===== src/rtl/param_piso_serializer_if.sv =====
// Word-load and serial-line signal bundle for param_piso_serializer.
//   message      : WIDTH-bit parallel word offered by the producer
//   load_valid   : message is valid this cycle
//   load_ready   : serializer can take a word this cycle
//   serial_out   : registered serial data bit
//   serial_valid : serial_out carries a frame bit
//   frame_start  : pulse on the first bit of each frame
//   busy         : shifting, or a word is waiting in the holding buffer
// master = word producer / line consumer, slave = serializer.
interface param_piso_serializer_if #(
  parameter int unsigned WIDTH = 8
);
  logic [WIDTH-1:0] message;
  logic             load_valid;
  logic             load_ready;
  logic             serial_out;
  logic             serial_valid;
  logic             frame_start;
  logic             busy;

  modport master (
    output message, load_valid,
    input  load_ready, serial_out, serial_valid, frame_start, busy
  );

  modport slave (
    input  message, load_valid,
    output load_ready, serial_out, serial_valid, frame_start, busy
  );
endinterface


===== src/rtl/param_piso_serializer.sv =====
// Parametrised parallel-in/serial-out serializer.
// Accepts WIDTH-bit words over a valid/ready handshake and sends each one
// bit per clock, LSB or MSB first. A one-word holding buffer lets the next
// frame start on the clock right after the previous last bit.
// Ports:
//   clock : system clock, rising edge
//   reset : asynchronous, active-high; discards any frame and held word
//   bus   : param_piso_serializer_if.slave (message/load_valid in,
//           load_ready/serial_out/serial_valid/frame_start/busy out)
// Parameters:
//   WIDTH      : word width, 2..64
//   LSB_FIRST  : 1 = bit 0 first, 0 = bit WIDTH-1 first
//   IDLE_LEVEL : serial_out level while no frame bit is on the line
module param_piso_serializer #(
  parameter int unsigned WIDTH      = 8,
  parameter bit          LSB_FIRST  = 1'b1,
  parameter bit          IDLE_LEVEL = 1'b0
) (
  input  logic                   clock,
  input  logic                   reset,
  param_piso_serializer_if.slave bus
);

  localparam int unsigned REM_W = (WIDTH < 2) ? 1 : $clog2(WIDTH);

  if (WIDTH < 2 || WIDTH > 64) begin : g_width_check
    $error("param_piso_serializer: WIDTH must be within 2..64");
  end

  typedef enum logic {
    IDLE,
    SHIFT
  } state_t;

  state_t             state_q, state_d;
  logic [WIDTH-1:0]   sreg_q, sreg_d;
  logic [REM_W-1:0]   rem_q, rem_d;
  logic [WIDTH-1:0]   hold_q, hold_d;
  logic               hold_full_q, hold_full_d;
  logic               sout_q, sout_d;
  logic               svalid_q, svalid_d;
  logic               fstart_q, fstart_d;

  logic               xfer;
  logic               do_load;
  logic [WIDTH-1:0]   load_word;

  // Bit that leaves the word first in the chosen order.
  function automatic logic lead_bit(input logic [WIDTH-1:0] w);
    return LSB_FIRST ? w[0] : w[WIDTH-1];
  endfunction

  // Move the remaining bits toward the lead position, zero fill behind.
  function automatic logic [WIDTH-1:0] advance(input logic [WIDTH-1:0] w);
    return LSB_FIRST ? (w >> 1) : (w << 1);
  endfunction

  assign xfer = bus.load_valid & ~hold_full_q;

  // State and datapath registers
  always_ff @(posedge clock or posedge reset) begin
    if (reset) begin
      state_q     <= IDLE;
      sreg_q      <= '0;
      rem_q       <= '0;
      hold_q      <= '0;
      hold_full_q <= 1'b0;
      sout_q      <= IDLE_LEVEL;
      svalid_q    <= 1'b0;
      fstart_q    <= 1'b0;
    end else begin
      state_q     <= state_d;
      sreg_q      <= sreg_d;
      rem_q       <= rem_d;
      hold_q      <= hold_d;
      hold_full_q <= hold_full_d;
      sout_q      <= sout_d;
      svalid_q    <= svalid_d;
      fstart_q    <= fstart_d;
    end
  end

  // Next state
  always_comb begin
    state_d = state_q;
    case (state_q)
      IDLE:    if (xfer) state_d = SHIFT;
      SHIFT:   if (rem_q == '0 && !hold_full_q && !xfer) state_d = IDLE;
      default: state_d = IDLE;
    endcase
  end

  // Datapath and registered-output next values
  always_comb begin
    sreg_d      = sreg_q;
    rem_d       = rem_q;
    hold_d      = hold_q;
    hold_full_d = hold_full_q;
    sout_d      = sout_q;
    svalid_d    = svalid_q;
    fstart_d    = 1'b0;
    do_load     = 1'b0;
    load_word   = '0;

    case (state_q)
      IDLE: begin
        if (xfer) begin
          do_load   = 1'b1;
          load_word = bus.message;
        end
      end
      SHIFT: begin
        if (rem_q != '0) begin
          sout_d = lead_bit(sreg_q);
          sreg_d = advance(sreg_q);
          rem_d  = rem_q - 1'b1;
          if (xfer) begin
            hold_d      = bus.message;
            hold_full_d = 1'b1;
          end
        end else if (hold_full_q) begin
          // load_ready is low here, so no new transfer can collide with the drain
          do_load     = 1'b1;
          load_word   = hold_q;
          hold_full_d = 1'b0;
        end else if (xfer) begin
          // Word arriving on the last-bit edge bypasses the holding buffer
          do_load   = 1'b1;
          load_word = bus.message;
        end else begin
          sout_d   = IDLE_LEVEL;
          svalid_d = 1'b0;
        end
      end
      default: ;
    endcase

    if (do_load) begin
      sout_d   = lead_bit(load_word);
      sreg_d   = advance(load_word);
      rem_d    = REM_W'(WIDTH - 1);
      svalid_d = 1'b1;
      fstart_d = 1'b1;
    end
  end

  assign bus.load_ready   = ~hold_full_q;
  assign bus.busy         = (state_q == SHIFT) | hold_full_q;
  assign bus.serial_out   = sout_q;
  assign bus.serial_valid = svalid_q;
  assign bus.frame_start  = fstart_q;

endmodule

===== src/flat_wrapper.sv =====
// flat-port wrapper written by rule: the top's interface ports become plain ports
module param_piso_serializer_flat 
#(
  parameter int unsigned WIDTH      = 8,
  parameter bit          LSB_FIRST  = 1'b1,
  parameter bit          IDLE_LEVEL = 1'b0
)
  (clock, reset, bus_message, bus_load_valid, bus_load_ready, bus_serial_out, bus_serial_valid, bus_frame_start, bus_busy);
  param_piso_serializer_if #(.WIDTH(WIDTH)) bus_i ();
  input  logic clock;
  input  logic reset;
  input wire logic [$bits(bus_i.message)-1:0] bus_message;
  input wire logic [$bits(bus_i.load_valid)-1:0] bus_load_valid;
  output wire logic [$bits(bus_i.load_ready)-1:0] bus_load_ready;
  output wire logic [$bits(bus_i.serial_out)-1:0] bus_serial_out;
  output wire logic [$bits(bus_i.serial_valid)-1:0] bus_serial_valid;
  output wire logic [$bits(bus_i.frame_start)-1:0] bus_frame_start;
  output wire logic [$bits(bus_i.busy)-1:0] bus_busy;
  assign bus_i.message = bus_message;
  assign bus_i.load_valid = bus_load_valid;
  assign bus_load_ready = bus_i.load_ready;
  assign bus_serial_out = bus_i.serial_out;
  assign bus_serial_valid = bus_i.serial_valid;
  assign bus_frame_start = bus_i.frame_start;
  assign bus_busy = bus_i.busy;
  param_piso_serializer #(.WIDTH(WIDTH), .LSB_FIRST(LSB_FIRST), .IDLE_LEVEL(IDLE_LEVEL)) u_core (.clock(clock), .reset(reset), .bus(bus_i));
endmodule

===== config.mk =====
export PLATFORM = sky130hd
export DESIGN_NAME = param_piso_serializer_flat
export DESIGN_NICKNAME = d
export VERILOG_FILES = /design/src/rtl/param_piso_serializer_if.sv /design/src/rtl/param_piso_serializer.sv /design/src/flat_wrapper.sv
export SDC_FILE = /design/constraint.sdc
export NUM_CORES = 1
export LEC_CHECK = 0
export CELL_PAD_IN_SITES_DETAIL_PLACEMENT = 0
export CELL_PAD_IN_SITES_GLOBAL_PLACEMENT = 1
export CORE_MARGIN = 4
export CORE_UTILIZATION = 48
export DETAILED_ROUTE_END_ITERATION = 7
export DONT_BUFFER_PORTS = 1
export PLACE_DENSITY_LB_ADDON = 0.1
export SETUP_SLACK_MARGIN = 0.02
export SYNTH_ARGS = -nofsm -noshare
export SYNTH_HDL_FRONTEND = slang
export SYNTH_SLANG_ARGS = --single-unit

===== constraint.sdc =====
create_clock -name clock -period 2.1 [get_ports clock]
set_input_delay 0.42 -clock clock [delete_from_list [all_inputs] [get_ports clock]]
set_output_delay 0.42 -clock clock [all_outputs]
set_load 0.01 [all_outputs]

======== Word-level counts from Yosys, hierarchy flattened ========
Cells that the tools add are included.
operators by class
  add/sub/neg operators ................... 1
  multipliers ............................. 0
  div/mod/pow operators ................... 0
  $lt $le $gt $ge ......................... 0
  eq/ne operators ......................... 6
  shift-type cells ........................ 0
  multiplexer cells ....................... 27
  bitwise gates (word level) .............. 4
  reductions and logical operators ........ 13
operators by type and width
  cell                 number
  $mux 8               6
  $pmux 8 s2           1
  $mux 1               15
  $mux 3               3
  $ne 3x3->1 const B   2
  $reduce_and 3->1     2
  $ne 2x1->1 const B   2
  $ne 2x2->1 const B   2
  $pmux 1 s2           2
  $reduce_and 2->1     2
  $reduce_and 4->1     1
  $reduce_bool 2->1    2
  $logic_not 3->1      1
  $reduce_bool 3->1    1
  $sub 3x1->3 const B  1
  $logic_and 1x1->1    2
  $logic_not 1->1      2
  $not 1->1            2
  $and 1x1->1          1
  $or 1x1->1           1
storage, ports and cells
  register bits after elaboration ......... 24
  bits in latches ......................... 0
  bits in writable memories ............... 0
  bits in read-only memories .............. 0
  bits of input ports ..................... 11
  output and inout port bits .............. 5
  memories ................................ 0

======== Depth between registers and ports, before layout ========
Gate-level depths: netlist of the first run.
  word-level depth ........................ 8
  depth in mapped cells ................... 6
  depth with buffers taken out ............ 5

======== Least setup slack after synthesis of the first run ========
No wires, ideal clock.
  path kind ............................... reg-to-reg
  start point ............................. reg u_core.rem_q[0]
  end point ............................... reg u_core.sreg_q[0]
  arrival ................................. 1302 ps
  setup slack ............................. 672 ps
  stages on the path, launching flop included .. 7
  path through ............................ dfrtp_1 inv_1 ha_1 nand2b_2 buf_4 and3_1 a221o_1
between the ends
  longest elaborated chain between the ends .. 5
  elaborated cells on any way between the ends .. 9
  those cells by class .................... mux (5); reduce/logical (4)
ends and longest elaborated chain
  element                             RTL line                      text
  start: declaration                  param_piso_serializer.sv:37   logic [REM_W-1:0] rem_q, rem_d;
  start signal: assignment            param_piso_serializer.sv:74   rem_q <= rem_d;
  $reduce_bool 3->1 *                 param_piso_serializer.sv:113  if (rem_q != '0) begin
  $mux 1                              param_piso_serializer.sv:113
  $pmux 1 s2                          param_piso_serializer.sv:105  case (state_q)
  $reduce_bool 2->1 (no source line)  n/a
  $reduce_and 2->1 (no source line)   n/a
  end signal: assignment              param_piso_serializer.sv:73   sreg_q <= sreg_d;
  end: declaration                    param_piso_serializer.sv:36   logic [WIDTH-1:0] sreg_q, sreg_d;
Every way passes the cells marked *; elsewhere a longest branch is shown, timed or not.
A chain may end at the register's enable or synchronous reset.

======== Worst setup path in the final report of the first run ========
  start point ............................. reg u_core.state_q
  end point ............................... out bus_busy
between the ends
  longest elaborated chain between the ends .. 1
ends and longest elaborated chain
  element                   RTL line                      text
  start: declaration        param_piso_serializer.sv:35   state_t state_q, state_d;
  start signal: assignment  param_piso_serializer.sv:72   state_q <= state_d;
  $or 1x1->1                param_piso_serializer.sv:148  assign bus.busy = (state_q == SHIFT) | hold_full_q;
  end: declaration          flat_wrapper.sv:18            output wire logic [$bits(bus_i.busy)-1:0] bus_busy;
Every way passes these cells.

==> flow_metrics.tcl, run 1 <==
set metrics [dict create \
    syn_nets 118 \
    clkTransAtPathRegs_ns 0.14 \
    mostFrequentLayoutCells "sky130_fd_sc_hd__dfrtp_1, sky130_fd_sc_hd__nand2_1, sky130_fd_sc_hd__mux2_1" \
    detail_route_antenna_nets 0 \
    max-slew-margin-rel 0.6866 \
    cell_taking_the_most_area_after_synthesis "sky130_fd_sc_hd__dfrtp_1" \
    critical_path_buf_inv_count 1 \
    synth_unique_cells 33 \
    detailedRoute.firstIterationViolations 21 \
    number_of_enable_flip_flop_cells_after_synthesis 0 \
    status "completed" \
    crit_type "reg2out" \
    diodes 0 \
    endpoint_kind "output port" \
    avgViaCountPerCell 5.910 \
    cts_hold_repair.buffers 0 \
    number_of_cells_in_the_design_after_placement 130 \
    cts-resized-gates 0 \
    utilization 0.5350 \
    cp.arrival_ns 1.39 \
    period_share 0.8618 \
    final.min_clock_period_ns 1.810 \
    clock_tree.buffer_depth 2 \
    worst_path_largest_cell_delay_ns 0.54 \
    grt_max_degree 24 \
    holdWs_ns 0.01084 \
    clock_sink_count 23 \
    htreeDepth 1 \
    worst_hold_class "in2async" \
    yosys_warnings 0 \
    setup-tns-final_ns 0 \
    core_area_um2 2255 \
    rr_worst_depth 5 \
    grt_pass1_vias 882 \
    post-cts-setup-buffer-count 0 \
    syn_to_final_growth_pct 4.897 \
    rsz0062_at_grt "false" \
    cp_top_family "flip-flops" \
    netlist_top_cells_area "sky130_fd_sc_hd__dfrtp_1, sky130_fd_sc_hd__mux2_1, sky130_fd_sc_hd__a221o_1, sky130_fd_sc_hd__and3_1, sky130_fd_sc_hd__mux2i_1" \
    cell_area_after_synthesis_um2 1150 \
    power_w 0.001535 \
    fp.dieArea_um2 3243 \
    avgSynthCellArea_um2 10.95 \
    synth-main-ff-cell "sky130_fd_sc_hd__dfrtp_1" \
    layout.filler_cells 228 \
    place.detailed.hpwl_mm 1.564 \
    finalClockSkew_ns 0.01255 \
    place.port_buffers 0 \
    dieWidth_um 56.95 \
    routabilityCongestion 0.7297 \
    power_density_nw_per_um2 1273 \
    detailedRoute.firstPassIterationCount 4 \
    critPathLaunchType "flip-flop" \
    clock_latency_ns 0.31 \
    die_h_um 56.95 \
    initial_antenna_violation_count 0 \
    drive_above_1_share 0.1226 \
    nets 120 \
    tritoncts_buffers 3 \
    max_freq_mhz 552.6 \
    worst-slew-pin-transition_ns 0.4701 \
    overall_overflow_remaining_after_global_route 0 \
    cts-root-buf "sky130_fd_sc_hd__clkbuf_4" \
    mostFrequentLayoutCell "sky130_fd_sc_hd__dfrtp_1" \
    crit_path_max_fanout 12 \
    cp-startpoint "u_core.state_q$_DFF_PP0_" \
    detail_route.drc_violations 0 \
    timing.critical_path.cells "buf_4 > or2_2" \
    synth_largest_type_area_fraction 0.5005 \
    critical_path_required_ns 1.68 \
    grt_first_pass_wirelength_mm 3.946 \
    rr_startpoint "u_core.rem_q[0]$_DFFE_PP0P_" \
    fp-row-count 17 \
    final-setup-viol-count 0 \
    synth.yosys.seq_area_share 0.5005 \
    global_route.usage.total 0.1529 \
    critical_path_cell_count 2 \
    route.detailed.wl_per_inst_um 16.47 \
    postSynthRegisterBits 23 \
    floorplan.initialDensity 0.5100 \
    wirelength_mm 2.207 \
    boundaryPins 16 \
    layoutNonFillerInstCount 134 \
    cpMaxStageDelayCell "sky130_fd_sc_hd__dfrtp_1" \
    netlist_instances 105 \
    worst_ir_drop_vdd_uv 573.7 \
    drv_slew 0 \
    hold_viol 0 \
    asyncSetResetFlopFracSynth 1.000 \
    num_vias 792 \
    power.leakage_nw 0.5628 \
    cts_tree "yes" \
    max_cap_violations 0 \
]
## worst reg2reg max path: cells and delay by family (launching register included)
family        cells  cell delay [ns]
simple gates      2             0.44
mux               1             0.38
flops             1             0.34
buf+inv           1             0.07
fa+ha+maj         1             0.25
## cell type report
cell class	count	area [um2]	share of cell area
clock buffer	3	22.52	0.01867
clock inverter	1	5.005	0.004149
inverter	5	18.77	0.01556
multi-input combinational	70	519.2	0.4305
sequential	23	575.6	0.4772
tap	28	35.03	0.02905
timing repair buffer	4	30.03	0.02490
## report_power, final
part           leakage (nW)  switching, W  internal (W)
sequential            0.279      0.000134      0.000628
combinational         0.266      0.000275      0.000291
clock                0.0177      0.000135     0.0000711
## kinds of logic after synthesis
group | after synthesis | share of synthesized area
simple gates | 32 | 0.1589
compound gates | 25 | 0.1665
flops | 23 | 0.5005
buf+inv | 12 | 0.04788
mux | 11 | 0.1045
fa+ha+maj | 2 | 0.02176
## synthesized netlist by cell type (2+ instances only)
library cell and instances:
sky130_fd_sc_hd__nand2_1 8, sky130_fd_sc_hd__dfrtp_1 23, sky130_fd_sc_hd__nand3_1 6, sky130_fd_sc_hd__inv_1 5, sky130_fd_sc_hd__buf_2 2, sky130_fd_sc_hd__o21ai_0 5
sky130_fd_sc_hd__buf_4 2, sky130_fd_sc_hd__mux2_1 8, sky130_fd_sc_hd__clkbuf_1 3, sky130_fd_sc_hd__a211oi_1 2, sky130_fd_sc_hd__nor2b_1 3, sky130_fd_sc_hd__a221o_1 6
sky130_fd_sc_hd__a21oi_1 4, sky130_fd_sc_hd__and3_1 6, sky130_fd_sc_hd__mux2i_1 3, sky130_fd_sc_hd__ha_1 2
## through the flow
step	instance area, um2	worst slack (ns)
after CTS	1206	0.2830
after floorplan	1150	0.6724
after detailed placement	1179	0.5033
after global routing	1206	0.1972
after global placement	1179	0.4994
final	1206	0.2902
## sequential cells by signal, indices dropped and copies added (netlist names)
| register | count |
|---|---|
| u_core.hold_q | 8 |
| u_core.sreg_q | 7 |
| u_core.rem_q | 3 |
| u_core.bus.frame_start | 1 |
| u_core.bus.serial_out | 1 |
| u_core.bus.serial_valid | 1 |
| u_core.hold_full_q | 1 |
| u_core.state_q | 1 |
## routing by layer
metal  track usage  part of all wire  up-vias
li1              -                 -      386
met4       0.05960            0.0082        0
met1        0.2160              0.47      391
met2        0.2284              0.48       13
met5             0                 0        -
met3       0.03394             0.047        2
## final timing paths
check | slack (ns) | endpoint
worst max-delay path | 0.29 | bus_busy
worst min-delay path | 0.01 | u_core.hold_q[1]$_DFFE_PP0P_
worst max register to register | 0.52 | u_core.hold_q[0]$_DFFE_PP0P_
worst min register to register | 0.51 | u_core.hold_q[0]$_DFFE_PP0P_
max in group asynchronous | 1.84 | u_core.rem_q[1]$_DFFE_PP0P_
min in group clock | 0.22 | u_core.hold_q[1]$_DFFE_PP0P_
No activity file was read; power rests on OpenSTA's default activity.
==> run 2, diff against run 1 <==
--- a/config.mk
+++ b/config.mk
@@ -12,7 +12,9 @@
 export DETAILED_ROUTE_END_ITERATION = 7
 export DONT_BUFFER_PORTS = 1
 export PLACE_DENSITY_LB_ADDON = 0.1
+export REMOVE_ABC_BUFFERS = 1
 export SETUP_SLACK_MARGIN = 0.02
+export SLEW_MARGIN = 20
 export SYNTH_ARGS = -nofsm -noshare
 export SYNTH_HDL_FRONTEND = slang
 export SYNTH_SLANG_ARGS = --single-unit
==> flow_metrics.tcl, run 2 (same netlist as run 1, synthesis figures left out) <==
set metrics [dict create \
    status "completed" \
    boundaryPins 16 \
    pre_cts_slack_ns 0.5053 \
    fp-row-count 17 \
    mostFrequentLayoutCell "sky130_fd_sc_hd__dfrtp_1" \
    final.min_clock_period_ns 1.810 \
    period_share 0.8621 \
    mostFrequentLayoutCells "sky130_fd_sc_hd__dfrtp_1, sky130_fd_sc_hd__nand2_1, sky130_fd_sc_hd__mux2_1" \
    cts-resized-gates 0 \
    r2r_end "u_core.sreg_q[0]$_DFFE_PP0P_" \
    worst-slew-pin-transition_ns 0.4430 \
    wirelength_mm 2.223 \
    grt_pass1_vias 819 \
    detailedRoute.firstPassIterationCount 4 \
    worst_ir_drop_vdd_uv 775.6 \
    holdWs_ns 0.01143 \
    power.leakage_nw 0.5559 \
    setup-tns-final_ns 0 \
    clock_sink_count 23 \
    clock_tree.buffer_depth 2 \
    detail_route_antenna_nets 0 \
    critical_path_required_ns 1.68 \
    max_freq_mhz 552.4 \
    rr_startpoint "u_core.rem_q[0]$_DFFE_PP0P_" \
    detailedRoute.firstIterationViolations 22 \
    grt_max_degree 27 \
    cts_hold_repair.buffers 0 \
    fp.dieArea_um2 3243 \
    global_route.usage.total 0.1540 \
    critPathLaunchType "flip-flop" \
    hold_viol 0 \
    crit_path_max_fanout 16 \
    dieWidth_um 56.95 \
    die_h_um 56.95 \
    ff_latch_area_um2 575.6 \
    floorplan.initialDensity 0.5100 \
    r2r_setup_slack_ns 0.49 \
    place.detailed.hpwl_mm 1.531 \
    drive_above_1_share 0.1048 \
    grt_first_pass_wirelength_mm 3.864 \
    endpoint_kind "output port" \
    nets 119 \
    routabilityCongestion 0.7151 \
    largest_reg_flops 8 \
    drv_slew 0 \
    htreeDepth 1 \
    cts-root-buf "sky130_fd_sc_hd__clkbuf_4" \
    max_cap_violations 0 \
    cp.arrival_ns 1.39 \
    place.port_buffers 0 \
    power_density_nw_per_um2 1271 \
    rsz0062_at_grt "false" \
    cts_tree "yes" \
    post-cts-setup-buffer-count 0 \
    overall_overflow_remaining_after_global_route 0 \
    clock_latency_ns 0.31 \
    tritoncts_buffers 3 \
    worst_hold_class "in2async" \
    core_area_um2 2255 \
    max-slew-margin-rel 0.7030 \
    registers.top_by_ff_count "u_core.hold_q" \
    num_vias 788 \
    final-setup-viol-count 0 \
    avgViaCountPerCell 5.925 \
    layout_setup_ws_ns 0.2897 \
    detail_route.drc_violations 0 \
    rr_worst_depth 5 \
    initial_antenna_violation_count 0 \
    clkTransAtPathRegs_ns 0.12 \
    syn_to_final_growth_pct 4.135 \
    diodes 0 \
    route.detailed.wl_per_inst_um 16.71 \
    crit_type "reg2out" \
    multi_input_area_um2 519.2 \
    layout.filler_cells 219 \
    biggestRegsByFlops "u_core.hold_q (8), u_core.sreg_q (7), u_core.rem_q (3)" \
    finalClockSkew_ns 0.007200 \
]
## run 2: cell types whose count changed in the layout (fill, tap and decap cells not counted), sizes merged
cell	previous run	this run
clkinv	1	0
clkbuf	3	4
buf	4	3
## run 2: worst max-delay path by stage
stage                                               from                            to  slack, ns  cells past startpoint
after detailed placement     u_core.rem_q[0]$_DFFE_PP0P_  u_core.hold_q[6]$_DFFE_PP0P_       0.51                      5
after global placement       u_core.rem_q[0]$_DFFE_PP0P_  u_core.hold_q[6]$_DFFE_PP0P_       0.55                      5
final                     u_core.hold_full_q$_DFFE_PP0P_                      bus_busy       0.29                      2
after floorplan                 u_core.state_q$_DFF_PP0_  u_core.sreg_q[0]$_DFFE_PP0P_       0.49                      3
after CTS                 u_core.hold_full_q$_DFFE_PP0P_                      bus_busy       0.28                      2
after global routing      u_core.hold_full_q$_DFFE_PP0P_                      bus_busy       0.23                      2
## run 2: critical path, stage by stage (launching register included)
cell	delay [ns]
sky130_fd_sc_hd__dfrtp_1	0.51
sky130_fd_sc_hd__buf_4	0.24
sky130_fd_sc_hd__or2_2	0.33
## run 2: area by class of cell
type / instances / area share
flip-flops and latches: 23 / 0.4807
multi-input cells: 70 / 0.4336
clock buffers: 4 / 0.02194
repair buffers: 3 / 0.01881
inverters: 5 / 0.01567
well taps: 28 / 0.02926
## run 2: power breakdown
part	internal (W)	switching, W
Sequential	0.000629	0.000121
Clock	0.0000742	0.000129
Combinational	0.000288	0.000281
Total	0.000991	0.000531
## run 2: metal layers
metal  track usage  routed length (um)  part of all wire  up-vias
met5             0                   0                 0        -
met4       0.07616                  36             0.016        0
met2        0.2251                1005              0.45       18
li1              -                   -                 -      381
met3       0.03394                 114             0.051        4
met1        0.2152                1067              0.48      385
## run 2: metrics by stage
step	area [um2]	std cells	power (W)	util
6_report	1197	133	0.001522	0.5311
5_1_grt	1197	133	0.001661	0.5311
4_1_cts	1197	133	0.001538	0.5311
3_5_place_dp	1171	129	0.001334	0.5194
3_3_place_gp	1171	129	0.001313	0.5194
2_1_floorplan	1114	98	0.001193	-
